File: src/rtl/memio_access_ctrl.sv
// Data-memory / MMIO sequencer: arbitrates CPU and loader onto the single-port data BRAM,
// decodes IO space and owns the LED, 7-seg and sticky button-flag registers.
module memio_access_ctrl #(
  parameter int unsigned MEM_AW      = 14,
  parameter int unsigned SYNC_STAGES = 2
) (
  input  logic              clk,
  input  logic              rst_n,
  input  logic              cpu_req,
  input  logic              cpu_we,
  input  logic [31:0]       cpu_addr,
  input  logic [31:0]       cpu_wdata,
  output logic [31:0]       cpu_rdata,
  output logic              cpu_ack,
  output logic              cpu_stall,
  input  logic              ldr_req,
  input  logic [MEM_AW-1:0] ldr_addr,
  input  logic [31:0]       ldr_wdata,
  output logic              ldr_ack,
  output logic              mem_en,
  output logic              mem_we,
  output logic [MEM_AW-1:0] mem_addr,
  output logic [31:0]       mem_wdata,
  input  logic [31:0]       mem_rdata,
  input  logic [15:0]       sw_in,
  input  logic              btn_a,
  input  logic              btn_b,
  input  logic              btn_mode,
  output logic [15:0]       led_out,
  output logic [31:0]       seg_value,
  output logic [7:0]        seg_en
);

  typedef enum logic [2:0] {StIdle, StWr, StRdIssue, StRdWait, StIoRd, StAck} state_e;

  state_e            state_q;
  logic              owner_cpu_q;
  logic              last_cpu_q;
  logic              io_q;
  logic [9:0]        io_off_q;
  logic [31:0]       wdata_q;
  logic [31:0]       rdata_q;

  logic [SYNC_STAGES-1:0] sync_a_q, sync_b_q, sync_m_q;
  logic              prev_a_q, prev_b_q;
  logic              flag_a_q, flag_b_q;

  logic              cpu_is_io;
  logic              grant_ldr, grant_cpu;
  logic              rise_a, rise_b, clr_a, clr_b;
  logic              mode_sync;
  logic [31:0]       io_rdata;

  assign cpu_rdata = rdata_q;
  assign cpu_stall = cpu_req & ~cpu_ack;

  always_comb begin
    cpu_is_io = &cpu_addr[31:10];
    // On a tie the requester not served last time wins.
    grant_ldr = ldr_req & (~cpu_req | last_cpu_q);
    grant_cpu = cpu_req & ~grant_ldr;
  end

  always_comb begin
    mode_sync = sync_m_q[SYNC_STAGES-1];
    rise_a    = sync_a_q[SYNC_STAGES-1] & ~prev_a_q;
    rise_b    = sync_b_q[SYNC_STAGES-1] & ~prev_b_q;
    clr_a     = (state_q == StIoRd) && (io_off_q == 10'h074);
    clr_b     = (state_q == StIoRd) && (io_off_q == 10'h078);
  end

  always_comb begin
    io_rdata = 32'h0;
    case (io_off_q)
      10'h070: io_rdata = {16'h0, sw_in};
      10'h074: io_rdata = {31'h0, flag_a_q};
      10'h078: io_rdata = {31'h0, flag_b_q};
      10'h088: io_rdata = {31'h0, mode_sync};
      default: io_rdata = 32'h0;
    endcase
  end

  always_ff @(posedge clk or negedge rst_n) begin
    if (!rst_n) begin
      sync_a_q <= '0;
      sync_b_q <= '0;
      sync_m_q <= '0;
      prev_a_q <= 1'b0;
      prev_b_q <= 1'b0;
    end else begin
      sync_a_q <= {sync_a_q[SYNC_STAGES-2:0], btn_a};
      sync_b_q <= {sync_b_q[SYNC_STAGES-2:0], btn_b};
      sync_m_q <= {sync_m_q[SYNC_STAGES-2:0], btn_mode};
      prev_a_q <= sync_a_q[SYNC_STAGES-1];
      prev_b_q <= sync_b_q[SYNC_STAGES-1];
    end
  end

  // A new edge in the clearing cycle takes priority so no press is lost.
  always_ff @(posedge clk or negedge rst_n) begin
    if (!rst_n) begin
      flag_a_q <= 1'b0;
      flag_b_q <= 1'b0;
    end else begin
      if (rise_a)     flag_a_q <= 1'b1;
      else if (clr_a) flag_a_q <= 1'b0;
      if (rise_b)     flag_b_q <= 1'b1;
      else if (clr_b) flag_b_q <= 1'b0;
    end
  end

  always_ff @(posedge clk or negedge rst_n) begin
    if (!rst_n) begin
      state_q     <= StIdle;
      owner_cpu_q <= 1'b0;
      last_cpu_q  <= 1'b1;
      io_q        <= 1'b0;
      io_off_q    <= '0;
      wdata_q     <= '0;
      rdata_q     <= '0;
      cpu_ack     <= 1'b0;
      ldr_ack     <= 1'b0;
      mem_en      <= 1'b0;
      mem_we      <= 1'b0;
      mem_addr    <= '0;
      mem_wdata   <= '0;
      led_out     <= '0;
      seg_value   <= '0;
      seg_en      <= '0;
    end else begin
      unique case (state_q)
        StIdle: begin
          if (grant_ldr) begin
            owner_cpu_q <= 1'b0;
            last_cpu_q  <= 1'b0;
            io_q        <= 1'b0;
            mem_en      <= 1'b1;
            mem_we      <= 1'b1;
            mem_addr    <= ldr_addr;
            mem_wdata   <= ldr_wdata;
            state_q     <= StWr;
          end else if (grant_cpu) begin
            owner_cpu_q <= 1'b1;
            last_cpu_q  <= 1'b1;
            io_q        <= cpu_is_io;
            io_off_q    <= cpu_addr[9:0];
            wdata_q     <= cpu_wdata;
            if (cpu_we) begin
              state_q <= StWr;
              if (!cpu_is_io) begin
                mem_en    <= 1'b1;
                mem_we    <= 1'b1;
                mem_addr  <= cpu_addr[MEM_AW+1:2];
                mem_wdata <= cpu_wdata;
              end
            end else if (cpu_is_io) begin
              state_q <= StIoRd;
            end else begin
              mem_en   <= 1'b1;
              mem_we   <= 1'b0;
              mem_addr <= cpu_addr[MEM_AW+1:2];
              state_q  <= StRdIssue;
            end
          end
        end
        StWr: begin
          mem_en <= 1'b0;
          mem_we <= 1'b0;
          if (io_q) begin
            case (io_off_q)
              10'h07C: led_out   <= wdata_q[15:0];
              10'h080: seg_value <= wdata_q;
              10'h084: seg_en    <= wdata_q[7:0];
              default: ;
            endcase
          end
          cpu_ack <= owner_cpu_q;
          ldr_ack <= ~owner_cpu_q;
          state_q <= StAck;
        end
        StRdIssue: begin
          mem_en  <= 1'b0;
          state_q <= StRdWait;
        end
        StRdWait: begin
          rdata_q <= mem_rdata;
          cpu_ack <= 1'b1;
          state_q <= StAck;
        end
        StIoRd: begin
          rdata_q <= io_rdata;
          cpu_ack <= 1'b1;
          state_q <= StAck;
        end
        StAck: begin
          cpu_ack <= 1'b0;
          ldr_ack <= 1'b0;
          state_q <= StIdle;
        end
        default: state_q <= StIdle;
      endcase
    end
  end

endmodule

File: config.mk
export PLATFORM = sky130hd
export DESIGN_NAME = memio_access_ctrl
export DESIGN_NICKNAME = d
export VERILOG_FILES = /design/src/rtl/memio_access_ctrl.sv
export SDC_FILE = /design/constraint.sdc
export NUM_CORES = 1
export LEC_CHECK = 0
export ABC_AREA = 1
export ABC_CLOCK_PERIOD_IN_PS = 2300
export BUFFER_PORTS_ARGS = -buffer_cell sky130_fd_sc_hd__buf_2
export CORE_MARGIN = 4
export CORE_UTILIZATION = 30
export CTS_CLUSTER_SIZE = 25
export DETAILED_ROUTE_END_ITERATION = 16
export HOLD_SLACK_MARGIN = 0.12
export PLACE_DENSITY = 0.53
export SYNTH_ARGS = -nofsm -noshare
export SYNTH_HDL_FRONTEND = slang
export SYNTH_SLANG_ARGS = --single-unit
File: constraint.sdc
create_clock -name clk -period 2.3 [get_ports clk]
set_input_delay 0.46 -clock clk [delete_from_list [all_inputs] [get_ports clk]]
set_output_delay 0.46 -clock clk [all_outputs]
set_load 0.01 [all_outputs]
==> summary.md, run 1 <==
| Metric | Value |
|---|---|
| Chip height | about 180 um |
| Combined area of the multi-input logic cells | 3100 sq um |
| Num CTS Buffers | 17 |
| Synthesized instance count | 990 |
| DR vias/cell | 4.55 |
| Share of flip-flops with an asynchronous set or reset | 1.00 |
| Synthesized-area fraction occupied by xor and xnor cells | 0 |
| Drt initial violations | 452 |
| Minimum period implied by the final worst setup slack | approximately 1900 ps |
| Combinational family with the most area after synthesis | simple AND/OR/NAND/NOR gates |
| Final nets | between 1000 and 1500 |
| Slew at the pin closest to its max-slew limit | 602 ps |
| Total congestion overflow | 0 |
| Top cells by area in the synthesized netlist | sky130_fd_sc_hd__dfrtp_1, sky130_fd_sc_hd__nand2_1, sky130_fd_sc_hd__nand3_1 |
| Critical Path Most Common Cell | sky130_fd_sc_hd__nand2_1 |
| CTS Root Cell | sky130_fd_sc_hd__clkbuf_16 |
| Unrepaired setup endpoints after global routing | false |
| Count of buffers from port buffering | roughly 300 |
| Fmax | 518 MHz |
| Type of element launching the critical path | flip-flop |
| Floorplan row count | 61 |
| Launch point of the worst reg-to-reg path | state_q[0] |
| # Post-CTS Setup Buffers | 0 |
| Power density relative to cell area | 1170 nW/um^2 |
| Reported max-cap violation count | 0 |
| CTS H-tree lvls | 4 |
| Worst R2R Setup Slack | between 300 and 400 ps |
| Yosys Warn Count | 0 |
| Total wire length after detailed routing | 26600 um |
| Maximum vdd ir drop | about 500 uV |
| Area Growth Syn to Fin | 31.3% |
| Routed len/inst | 15.8 um |
| Clock Path Buffers | 2 |
| Outcome | finished clean |
| Number of antenna violations at the first check in global routing | 2 |
| Reported leakage power | between 0.006 and 0.007 uW |
| Series of cell instances along the critical path | nor2_1 > nand2_1 > inv_1 > nand2_1 > inv_2 > nand3_1 > buf_12 > nand2_1 > nand2_1 |
| Worst hold path endpoint | sync_a_q[0] |
| Clock-pin slew reported for the worst setup and hold paths after clock tree synthesis | roughly 80 ps |
| Sequential-to-total area share from yosys stat | 0.583 |
| I/O pin count | a little over 300 |
| Mean area per synthesized cell | 8.51 sq um |
| Maximum number of pins on one net before global-route repair | between 60 and 70 |
| Number of different library cells in the post-synthesis netlist | 32 |
| Setup clock skew after layout | roughly 18 ps |
| Number of cell instances on the worst register-to-register path | 9 |
| Data arrival time at the worst-slack endpoint | 2250 ps |
| Tcrit/Tclk final | 0.839 |
| Post-route antenna net violation count | 0 |
| Count of flip-flops with a built-in enable after synthesis | 0 |
| Count of state elements after synthesis | 196 |
| Die width | 176 um |
| Reg2Reg Capture Point | mem_wdata[14] |
| Core region area | 27700 sq um |
| Combined flip-flop and latch cell area | 4910 sq um |
| Clock tree from TritonCTS | built |
| Share of layout cells above drive strength 1 | 0.291 |
| Post-synthesis mux area share | 0.0155 |
| Cell with the most instances after synthesis | sky130_fd_sc_hd__nand2_1 |
| Net count of the mapped netlist | 1156 |
| Design area | 11100 sq um |
| Final core utilization | 0.399 |
| Commonest cells in the synthesized netlist | sky130_fd_sc_hd__nand2_1, sky130_fd_sc_hd__dfrtp_1, sky130_fd_sc_hd__nand3_1, sky130_fd_sc_hd__o21ai_0 |
| Fraction of the mapped netlist area in compound gates | 0.0646 |
| Max-slew violation count | 0 |
| WP data required | between 2000 and 3000 ps |
| Crit path max-delay cell type | sky130_fd_sc_hd__dfrtp_1 |
| Initial Util | 0.304 |
| Final HPWL from detailed placement | 19400 um |
| Clock Sink Count | 196 |
| Total track usage | 0.173 |
| Share of synthesized cell area in full adder, half adder and majority cells | 0 |
| Synth area leader | sky130_fd_sc_hd__dfrtp_1 |
| Synthesized area | 8420 sq um |
| Number of global-route vias before repair | 7644 |
| Largest incremental delay on the critical path | 410 ps |
| Total design power | between 10000 and 15000 uW |
| Fraction of the mapped netlist area in simple logic gates | 0.288 |
| Antenna diode instance count | 0 |
| Startpoint of the lowest-slack hold path | btn_a |
| Kind of end point of the critical path | flip-flop |
| Worst min path class | primary input to flip-flop |
| Number of failing hold endpoints at the final stage | 0 |
| Filler instances | between 2000 and 3000 |
| Clock insertion delay at the later pin of the skew report | 430 ps |
| Ys flop type | sky130_fd_sc_hd__dfrtp_1 |
| Die Area | 30800 sq um |
| Worst hold path stage count | 1 |
| Via Count | 7633 |
| Worst slew margin | 0.596 |
| Timing startpoint of the critical path | state_q[0] |
| Gpl congestion | around 0.77 |
| Number of remaining DRC errors | 0 |
| Maximum fanout along the worst path | 23 |
| Drt pass-1 iters | 5 |
| Setup TNS | 0 ps |
| First-pass GRT wire length | 42800 um |
| DP Area | 10400 sq um |
| Class of the most critical setup path | flip-flop to flip-flop |
| Area fraction of the dominant cell type after synthesis | 0.579 |
| Final setup violating endpoints | 0 |
[state kept, by name (all words and copies together), names as in the netlist, 2 cells and up]
name       count
sync_a_q       2
wdata_q       32
seg_en         8
sync_m_q       2
led_out       16
mem_wdata     32
mem_addr      14
seg_value     32
cpu_rdata     32
io_off_q      10
sync_b_q       2
state_q        3
[through the flow]
step / hold WS (ps) / setup WS (ps) / instances
after floorplan: 164 / 681 / 990
after global placement: 333 / 341 / 1642
after detailed placement: 336 / 285 / 1642
after CTS: 121 / 364 / 1676
after global routing: 124 / 140 / 1677
final: 154 / 370 / 1677
[where the power goes]
| group | internal, uW | leakage, uW | switching (uW) |
|---|---|---|---|
| Combinational | 1710 | 0.00331 | 2820 |
| Sequential | 4700 | 0.00251 | 705 |
| Clock | 1500 | 0.000292 | 1510 |
| Total | 7900 | 0.00612 | 5040 |
[cells by family (layout without fill, tap and decap cells)]
family | after synthesis | after routing
simple gates | 583 | 583
flops | 196 | 196
compound gates | 100 | 100
buf+inv | 98 | 407
mux | 13 | 13
[routing by layer]
layer,share of wire,GRT usage,up-vias
met5,0.00075,0,-
met2,0.47,0.272,194
met3,0.058,0.0402,26
met1,0.46,0.244,3604
met4,0.013,0.0387,4
li1,-,-,3805
[layout make-up]
cell class                      count  area share
Tap cell                          378      0.0428
Multi-Input combinational cell    696       0.281
Inverter                           41      0.0139
Clock inverter                     14      0.0143
Timing Repair Buffer              334       0.165
Sequential cell                   196       0.444
Clock buffer                       18      0.0397
[placed cells by master (no fill, tap or decap), types with 17 or more instances in the layout]
cell type and instances:
sky130_fd_sc_hd__a21oi_1 19, sky130_fd_sc_hd__buf_2 303, sky130_fd_sc_hd__buf_4 22, sky130_fd_sc_hd__clkbuf_16 17, sky130_fd_sc_hd__dfrtp_1 195, sky130_fd_sc_hd__inv_1 37
sky130_fd_sc_hd__nand2_1 424, sky130_fd_sc_hd__nand3_1 82, sky130_fd_sc_hd__nand4_1 37, sky130_fd_sc_hd__nor2_1 26, sky130_fd_sc_hd__o21ai_0 60
[critical path: cells and delay by family, from the launching register on]
kind                   cells  cell delay [ps]
buffers and inverters      3              620
DFF                        1              410
and+or+nand+nor            6              770
[how the worst max path moves through the flow]
stage	to	slack [ps]
3_3_place_gp	mem_addr[4]	340
5_1_grt	mem_wdata[4]	140
2_1_floorplan	mem_wdata[10]	680
6_report	mem_wdata[14]	370
4_1_cts	mem_wdata[12]	360
3_5_place_dp	mem_addr[4]	290
[what timing repair did]
action,in CTS,in global routing
hold buffers,2,1
gates resized for setup,0,0
endpoints found under the hold margin,35,1
setup endpoints to repair,0,0
(Power assumes the default switching activity.)
==> run 2: changes to the inputs <==
ABC_CLOCK_PERIOD_IN_PS = 1700   (was 2300)
PLACE_DENSITY = 0.55   (was 0.53)
clock period = 1.7 ns   (was 2.3 ns; I/O delays follow)
==> summary.md, run 2 (synthesized netlist as in run 1, its figures left out) <==
| Metric | Value |
|---|---|
| Number of global-route vias before repair | 7478 (-2.2%) |
| Clock Sink Count | 196 (unchanged) |
| Highest signal layer in the routed design | met5 |
| Drt pass-1 iters | 5 (unchanged) |
| I/O pin count | 305 (unchanged) |
| Number of antenna violations at the first check in global routing | 1 (-1) |
| Most common library cell in the layout ignoring fill and taps | sky130_fd_sc_hd__nand2_1 |
| Worst slew margin | 0.779 (+0.183) |
| Kind of end point of the critical path | flip-flop |
| Final setup violating endpoints | 0 (unchanged) |
| Final nets | 1470 (+1.2%) |
| Max-slew violation count | 0 (unchanged) |
| DR WL met2 | 12000 um (-3.4%) |
| Die width | 176 um (unchanged) |
| Post-route antenna net violation count | 0 (unchanged) |
| Wire length on met3 | 1300 um (-15%) |
| Setup clock skew after layout | 22.7 ps (+4.76 ps) |
| CTS Root Cell | sky130_fd_sc_hd__clkbuf_16 |
| Maximum vdd ir drop | 627 uV (+25%) |
| Count of buffers from port buffering | 304 (unchanged) |
| Unrepaired setup endpoints after global routing | true |
| Total wire length after detailed routing | 25700 um (-3.1%) |
| WP data required | 2060 ps (-560 ps) |
| Number of cell instances on the worst register-to-register path | 6 (-3) |
| Type of element launching the critical path | flip-flop |
| Number of remaining DRC errors | 0 (unchanged) |
| Clock insertion delay at the later pin of the skew report | 430 ps (about the same) |
| Outcome | finished clean |
| Total congestion overflow | 0 (unchanged) |
| Data arrival time at the worst-slack endpoint | 1980 ps (-270 ps) |
| Total track usage | 0.164 (-0.00828) |
| Initial Util | 0.304 (unchanged) |
| Clock tree from TritonCTS | built |
| Die Area | 30800 sq um (unchanged) |
| Floorplan row count | 61 (unchanged) |
| Core region area | 27700 sq um (unchanged) |
| Area Growth Syn to Fin | 34.2% |
| Clock Path Buffers | 2 (unchanged) |
| Share of layout cells above drive strength 1 | 0.300 (+0.00893) |
| Minimum period implied by the final worst setup slack | 1620 ps (-306 ps) |
| CTS H-tree lvls | 4 (unchanged) |
| Slew at the pin closest to its max-slew limit | 331 ps (-271 ps) |
| Tcrit/Tclk final | 0.955 (+0.116) |
| Most frequent cells in the layout | sky130_fd_sc_hd__nand2_1, sky130_fd_sc_hd__buf_2, sky130_fd_sc_hd__dfrtp_1, sky130_fd_sc_hd__nand3_1, sky130_fd_sc_hd__o21ai_0 |
| Drt initial violations | 495 (+9.5%) |
| Dpl ws | -126 ps (-412 ps) |
| Class of the most critical setup path | flip-flop to flip-flop |
| Antenna diode instance count | 0 (unchanged) |
| First-pass GRT wire length | 40600 um (-5.0%) |
| Power density relative to cell area | 1570 nW/um^2 (+34%) |
| Final HPWL from detailed placement | 19000 um (-2.0%) |
| Maximum fanout along the worst path | 21 (-8.7%) |
| Clock-pin slew reported for the worst setup and hold paths after clock tree synthesis | 70 ps (about the same) |
| Worst min path class | primary input to flip-flop |
| Minimum hold slack | 136 ps (-17.6 ps) |
| Final Worst Setup Slack | 76.2 ps (-294 ps) |
| Number of failing hold endpoints at the final stage | 0 (unchanged) |
| Maximum number of pins on one net before global-route repair | 57 (-12%) |
| Gpl congestion | 0.839 (+9.7%) |
| Reported max-cap violation count | 0 (unchanged) |
| Chip height | 176 um (unchanged) |
| DR vias/cell | 4.51 (-0.93%) |
| Setup TNS | 0 ps (unchanged) |
| Fmax | 616 MHz (+19%) |
| Num CTS Buffers | 17 (unchanged) |
| Met1 routed wirelength after detailed routing | 11800 um (-3.8%) |
| Worst hold path stage count | 3 (+2) |
| Reported leakage power | 0.00624 uW (+2.1%) |
| Routed len/inst | 15.2 um (-4.2%) |
| Via Count | 7643 (+0.13%) |
==> run 2: changes by cell type in the layout (fill, tap and decap cells not counted), sizes merged <==
cell / change
buf: +17
inv: -2
bufinv: +1
clkinvlp: +1
dlygate4sd3: +1
==> run 2: per-stage QoR <==
stage | std cells | area, sq um | total power, uW | utilization
after CTS | 1693 | 11300 | 18000 | 0.407
after global placement | 1657 | 10600 | 13800 | 0.384
final | 1695 | 11300 | 17800 | 0.408
after global routing | 1695 | 11300 | 19200 | 0.408
after detailed placement | 1657 | 10600 | 13900 | 0.384
after floorplan | 990 | 8420 | 10900 | -
==> run 2: what timing repair did <==
item | in CTS | in global routing
pin swaps | 0 | 2
hold buffers | 4 | 0
setup endpoints to repair | 33 | 55
gates cloned | 0 | 0
hold endpoints to repair | 33 | 0
buffers inserted | 0 | 2
gates resized for setup | 2 | 6
==> run 2: final timing paths <==
path | startpoint | slack, ps | end
max in group asynchronous | rst_n | 660 | last_cpu_q
setup reg to reg | last_cpu_q | 80 | mem_wdata[0]
setup / recovery | last_cpu_q | 80 | mem_wdata[0]
hold / removal | mem_rdata[25] | 140 | cpu_rdata[25]
min in group asynchronous | rst_n | 380 | wdata_q[8]
hold reg to reg | sync_m_q[0] | 350 | sync_m_q[1]
==> run 2: critical path, cell delays in order, from the launching register on <==
cell and delay, ps:
sky130_fd_sc_hd__dfstp_2 550, sky130_fd_sc_hd__inv_1 90, sky130_fd_sc_hd__a21boi_4 210, sky130_fd_sc_hd__or2_4 200
sky130_fd_sc_hd__buf_4 290, sky130_fd_sc_hd__nand4_1 140, sky130_fd_sc_hd__nand2_1 90
==> run 2: routing by layer <==
metal  global-route usage  vias to the layer above
met5                    0                        -
met4               0.0536                        2
met3               0.0286                       34
met2                0.261                      217
met1                0.230                     3538
li1                     -                     3852
==> run 2: final cells by class <==
type | instances | area [sq um]
timing repair buffer | 352 | 2060
fill | 2862 | 16400
clock inverter | 14 | 165
sequential | 196 | 4910
multi-input combinational | 696 | 3120
clock buffer | 18 | 429
tap | 378 | 473
inverter | 41 | 156
==> run 2: power by group <==
part / leakage [uW] / internal [uW] / switching, uW
Sequential: 0.00251 / 6360 / 953
Combinational: 0.00344 / 2530 / 3850
Clock: 0.000287 / 2100 / 1960
Total: 0.00624 / 11000 / 6760
